[config.mk]
export PLATFORM = sky130hd
export DESIGN_NAME = controller_pio_edge_in
export DESIGN_NICKNAME = d
export VERILOG_FILES = /design/src/rtl/controller_pio_edge_in.sv
export SDC_FILE = /design/constraint.sdc
export NUM_CORES = 1
export LEC_CHECK = 0
export ABC_AREA = 0
export CAP_MARGIN = 30
export CORE_ASPECT_RATIO = 0.7
export CORE_MARGIN = 1.5
export CORE_UTILIZATION = 49
export DETAILED_ROUTE_END_ITERATION = 6
export PLACE_DENSITY = 0.71
export SYNTH_ARGS = -nofsm -noshare
export SYNTH_HDL_FRONTEND = slang
export SYNTH_SLANG_ARGS = --single-unit
[constraint.sdc]
create_clock -name clk -period 1.7 [get_ports clk]
set_clock_uncertainty 0.05 [all_clocks]
set_input_delay 0.255 -clock clk [delete_from_list [all_inputs] [get_ports clk]]
set_output_delay 0.255 -clock clk [all_outputs]
set_load 0.02 [all_outputs]
[src/rtl/controller_pio_edge_in.sv]
// Edge-capturing parallel input port with a small memory-mapped register set.
// External inputs are synchronised, per-bit rise/fall edges are detected and
// latched into a sticky capture register, and a second capture on a bit that
// is still pending is flagged in an overflow register. A masked OR of the
// capture bits drives a level interrupt.
//
// Register map (word addresses):
//   0 data          RO   synchronised input value
//   1 rise_en       RW   per-bit rising-edge enable
//   2 fall_en       RW   per-bit falling-edge enable
//   3 irq_mask      RW   per-bit interrupt enable
//   4 edge_capture  CLR  sticky edge flags
//   5 overflow      CLR  sticky "edge while already captured" flags
//   6-7             --   read as zero, writes ignored
module controller_pio_edge_in #(
    parameter int WIDTH        = 25,
    parameter int SYNC_STAGES  = 2,
    parameter int BIT_CLEARING = 1
) (
    input  logic             clk,
    input  logic             reset_n,
    input  logic [2:0]       address,
    input  logic             chipselect,
    input  logic             write_n,
    input  logic [31:0]      writedata,
    input  logic [WIDTH-1:0] in_port,
    output logic [31:0]      readdata,
    output logic             irq
);

    localparam logic [2:0] ADDR_DATA     = 3'd0;
    localparam logic [2:0] ADDR_RISE_EN  = 3'd1;
    localparam logic [2:0] ADDR_FALL_EN  = 3'd2;
    localparam logic [2:0] ADDR_IRQ_MASK = 3'd3;
    localparam logic [2:0] ADDR_CAPTURE  = 3'd4;
    localparam logic [2:0] ADDR_OVERFLOW = 3'd5;

    // Place a WIDTH-bit register value into the low bits of a 32-bit word.
    function automatic logic [31:0] zext(input logic [WIDTH-1:0] val);
        logic [31:0] word;
        word             = '0;
        word[WIDTH-1:0]  = val;
        return word;
    endfunction

    // Bits to clear for a clear-on-write register: either the bits written
    // as 1, or every bit when the block is built for whole-register clears.
    function automatic logic [WIDTH-1:0] clear_mask(input logic             hit,
                                                    input logic [WIDTH-1:0] wdata);
        logic [WIDTH-1:0] mask;
        mask = '0;
        if (hit) begin
            mask = (BIT_CLEARING != 0) ? wdata : '1;
        end
        return mask;
    endfunction

    logic [WIDTH-1:0] sync_q [SYNC_STAGES];
    logic [WIDTH-1:0] sync_out;
    logic [WIDTH-1:0] prev_q;

    logic [WIDTH-1:0] rise_en_q,  rise_en_d;
    logic [WIDTH-1:0] fall_en_q,  fall_en_d;
    logic [WIDTH-1:0] irq_mask_q, irq_mask_d;
    logic [WIDTH-1:0] capture_q,  capture_d;
    logic [WIDTH-1:0] overflow_q, overflow_d;
    logic [31:0]      readdata_q, readdata_d;

    logic             wr_en;
    logic [WIDTH-1:0] wdata;
    logic [WIDTH-1:0] edge_det;
    logic [WIDTH-1:0] clr_capture;
    logic [WIDTH-1:0] clr_overflow;

    // Only the low WIDTH bits of writedata are register content; the rest
    // are folded into a dummy net so they are intentionally consumed.
    logic unused_writedata;
    assign unused_writedata = ^writedata;

    assign wr_en    = chipselect & ~write_n;
    assign wdata    = writedata[WIDTH-1:0];
    assign sync_out = sync_q[SYNC_STAGES-1];

    // Synchroniser chain: stage 0 samples the raw pins, each later stage
    // re-registers the previous one to settle metastability.
    always_ff @(posedge clk or negedge reset_n) begin
        if (!reset_n) begin
            for (int s = 0; s < SYNC_STAGES; s++) begin
                sync_q[s] <= '0;
            end
        end else begin
            sync_q[0] <= in_port;
            for (int s = 1; s < SYNC_STAGES; s++) begin
                sync_q[s] <= sync_q[s-1];
            end
        end
    end

    // One-clock delayed copy of the synchronised value for edge detection.
    // Reset to 0 so a pin held high through reset looks like a rising edge.
    always_ff @(posedge clk or negedge reset_n) begin
        if (!reset_n) begin
            prev_q <= '0;
        end else begin
            prev_q <= sync_out;
        end
    end

    // Per-bit edge detection qualified by the currently programmed enables.
    always_comb begin
        edge_det = (rise_en_q &  sync_out & ~prev_q)
                 | (fall_en_q & ~sync_out &  prev_q);
    end

    // Next-state for configuration registers: load on a write to their slot.
    always_comb begin
        rise_en_d  = rise_en_q;
        fall_en_d  = fall_en_q;
        irq_mask_d = irq_mask_q;
        if (wr_en) begin
            case (address)
                ADDR_RISE_EN:  rise_en_d  = wdata;
                ADDR_FALL_EN:  fall_en_d  = wdata;
                ADDR_IRQ_MASK: irq_mask_d = wdata;
                default: ;
            endcase
        end
    end

    // Next-state for the sticky capture/overflow registers. A new edge always
    // wins over a clear on the same bit; an overflow is only raised when the
    // bit was already pending and is not being cleared in this same cycle.
    always_comb begin
        clr_capture  = clear_mask(wr_en && (address == ADDR_CAPTURE),  wdata);
        clr_overflow = clear_mask(wr_en && (address == ADDR_OVERFLOW), wdata);
        capture_d    = (capture_q  & ~clr_capture)  | edge_det;
        overflow_d   = (overflow_q & ~clr_overflow)
                     | (edge_det & capture_q & ~clr_capture);
    end

    // Read mux: selected register, zero-extended; unmapped slots return 0.
    always_comb begin
        readdata_d = '0;
        case (address)
            ADDR_DATA:     readdata_d = zext(sync_out);
            ADDR_RISE_EN:  readdata_d = zext(rise_en_q);
            ADDR_FALL_EN:  readdata_d = zext(fall_en_q);
            ADDR_IRQ_MASK: readdata_d = zext(irq_mask_q);
            ADDR_CAPTURE:  readdata_d = zext(capture_q);
            ADDR_OVERFLOW: readdata_d = zext(overflow_q);
            default:       readdata_d = '0;
        endcase
    end

    // Register state; everything returns to zero on reset, discarding any
    // pending captures, overflows and configuration.
    always_ff @(posedge clk or negedge reset_n) begin
        if (!reset_n) begin
            rise_en_q  <= '0;
            fall_en_q  <= '0;
            irq_mask_q <= '0;
            capture_q  <= '0;
            overflow_q <= '0;
            readdata_q <= '0;
        end else begin
            rise_en_q  <= rise_en_d;
            fall_en_q  <= fall_en_d;
            irq_mask_q <= irq_mask_d;
            capture_q  <= capture_d;
            overflow_q <= overflow_d;
            readdata_q <= readdata_d;
        end
    end

    assign readdata = readdata_q;
    // Level interrupt straight from registers so a mask change acts at once.
    assign irq      = |(capture_q & irq_mask_q);

endmodule

==> run metrics <==
Fin Hold WS=0.1397 ns; Crit Path Class=reg -> out; critical path launch point type=register; die extent in y=114.8 µm; largest net degree at the start of global routing=53; first-pass GRT wire length=34870 µm; PD cells=1233 nW/µm²; CTS Buf Count=22; simple-gate share of the synthesized area=0.09621; final core occ=0.6416; #FFs+latches synth=225; # port buffers=82; CTS sink cnt=225; die area=18690 µm²; R2R cell count=4; dpl hpwl=13990 µm; initial antenna violation count=0; EDFF count, synth=0; Hold Path Sink=sync_q[30]$_DFF_PN0_; CTS Root Cell=clkbuf_16; RSZ-0062 raised after global routing=true; Worst R2R Setup Slack=0.60 ns; crit-path cells=a222oi_1 -> nand4_1 -> buf_6; placed cell count=1050; adder and majority gate portion of the synthesized area=0; compound-cell area share of the yosys netlist=0.1184; reg2reg end=overflow_q[10]$_DFF_PN0_; drt first pass iters=7; Via Count=6216; fin crit share=1.246; Ports=97; Yosys top cell by area=dfrtp_1; worst hold path startpoint=in_port[5]; Area Overhead vs Synth=26.95%; synth cell count leaders=dfrtp_1 (225), nand2_1 (100), a22oi_1 (82); GR Util All Layers=0.2396; Synth Cell Area=8752 µm²; GPL Wtd Cong=0.8835; initial detailed-routing violation count=542; Nets=908; ANT cells=0; XOR/XNOR share of the synthesized area=0; top_reg_cell synth=dfrtp_1; remaining antenna violation count after routing=0; via density per instance=5.698; TritonCTS clock tree=done; Max Freq=0.4720 GHz; ratio of cells with drive above 1 in the final layout=0.1872; Hold Path Class=in -> reg; core area=17320 µm²; result of the run=finished with violations; most frequent cell after synthesis=dfrtp_1; grt ovf=0; clock latency on the worst-skew pair=0.50 ns; Die W=162.7 µm; Final Max Slew Viols=0; Slowest Stage Delay on Critical Path=0.47 ns; Initial Utilization=0.5054; kind of end point of the critical path=output port; wire per inst=19.53 µm; Final Total Pwr=13.70 mW; Final Hold Viols=0; sequential area share after synthesis=0.6433; failing checks=setup timing; portion of netlist area occupied by mux cells=0.1051; Avg Cell Area, Syn=12.68 µm²; minimum clock period=2.119 ns; post-route setup TNS=-0.4186 ns; largest family of logic cells by synthesized area=compound AO/OA/AOI/OAI gates; FP Rows=40; H-tree Lvls=1; Layout Cells excl Fill=1091; Max Fanout on Critical Path=2; Worst Path Required=1.39 ns; Post-Syn Instances=690; asr flop ratio synth=1.000; Worst Path Arrival=1.81 ns; largest cells by area after synthesis=dfrtp_1 (64%), a22oi_1 (7.0%), mux2_1 (5.1%); Clock Pin Slew Worst Setup and Hold Paths=0.07 ns; highest ir drop seen on vdd=992.0 µV; number of max-cap violations=0; DRC errors left=0; CTS Buffer Depth=3; Slowest cell on crit path=a222oi_1; hold path depth=1; Setup Viol. Count Final=1; vias in the first global route=6673; YS warnings=0; P_leak=4.990 nW; CP startpoint=irq_mask_q[7]$_DFFE_PN0P_; Routed WL=21310 µm; R2R Path Start=sync_out[10]$_DFF_PN0_; Synth top area share=0.6433; final worst slack=-0.4186 ns; Unique masters post-synth=30
-- cells in the final DEF, fill, tap and decap left out, types with 2 or more instances in the layout --
master           count
dfrtp_1            225
buf_12              10
a22o_1               2
nand2_1            100
buf_4               68
nand3_1             51
nand2_2              2
and3b_1              2
clkbuf_16           23
a22oi_1             80
nand4_1              2
clkinvlp_4           2
conb_1               7
mux2_2              15
mux2_1              40
a31oi_1             25
inv_1               25
a22oi_2              2
clkinv_2             4
clkbuf_1             5
o2bb2ai_1           25
clkbuf_8             5
dlygate4sd2_1       25
nor2_1              26
clkdlybuf4s50_1     55
mux2_4              20
nor3b_4              2
-- how the worst max path moves through the flow --
stage / to / slack, ns / cells past startpoint
6_report: irq / -0.42 / 3
5_1_grt: irq / -0.51 / 5
4_1_cts: irq / -0.43 / 5
3_5_place_dp: irq / -0.35 / 5
3_3_place_gp: irq / -0.36 / 5
2_1_floorplan: fall_en_q[10]$_DFFE_PN0P_ / 0.16 / 5
-- power by group --
group          switching [mW]  total, mW  internal [mW]
clock                    1.99       4.84           2.85
sequential              0.535       6.67           6.14
combinational            1.03       2.19           1.15
total                    3.56       13.7           10.1
-- flip-flops by register name, indices dropped and copies added (netlist names) --
signal      count
capture_q      25
fall_en_q      25
irq_mask_q     25
overflow_q     25
prev_q         25
readdata       25
rise_en_q      25
sync_out       25
sync_q         25
-- routing by layer --
metal	part of all wire	wire, µm	GRT usage	vias to the layer above
met2	0.49	10380	0.3997	224
met4	0.022	476	0.08318	0
li1	-	-	-	2764
met1	0.43	9238	0.3183	3183
met5	0	0	0	-
met3	0.057	1215	0.04582	45
-- critical path, delay by kind of cell (launching register included) --
family                 cells  cell delay, ns
AO/OA/AOI/OAI              1            0.47
buffers and inverters      1            0.20
flip-flops                 1            0.39
AND/OR/NAND/NOR            1            0.26
-- timing repair --
| item | CTS | global route |
|---|---|---|
| gates resized for setup | 33 | 1 |
| buffers inserted | 1 | 0 |
| pin swaps | 4 | 2 |
| hold buffers | 1 | 0 |
| endpoints found under the hold margin | 55 | 0 |
| endpoints found under the setup margin | 26 | 1 |
-- through the flow --
| step | cell area [µm²] | setup slack (ns) |
|---|---|---|
| after floorplan | 8775 | 0.1647 |
| after global placement | 10390 | -0.3617 |
| after detailed placement | 10390 | -0.3510 |
| after CTS | 11110 | -0.4323 |
| after global routing | 11110 | -0.5101 |
| final | 11110 | -0.4186 |
-- cell type report --
class,instances,area (µm²)
fillers,1301,6206
inverters,25,93.84
repair buffers,161,1516
clock buffers,33,663.1
flip-flops and latches,225,5630
multi-input cells,409,2853
clock inverters,7,65.06
well taps,231,289.0
-- cell families (layout without fill, tap and decap cells) --
| group | after synthesis | in the layout |
|---|---|---|
| compound gates | 137 | 137 |
| other cells | 1 | 7 |
| buf+inv | 62 | 226 |
| mux | 75 | 75 |
| simple gates | 190 | 190 |
| flops | 225 | 225 |
Power figures use the tool's default switching activity.
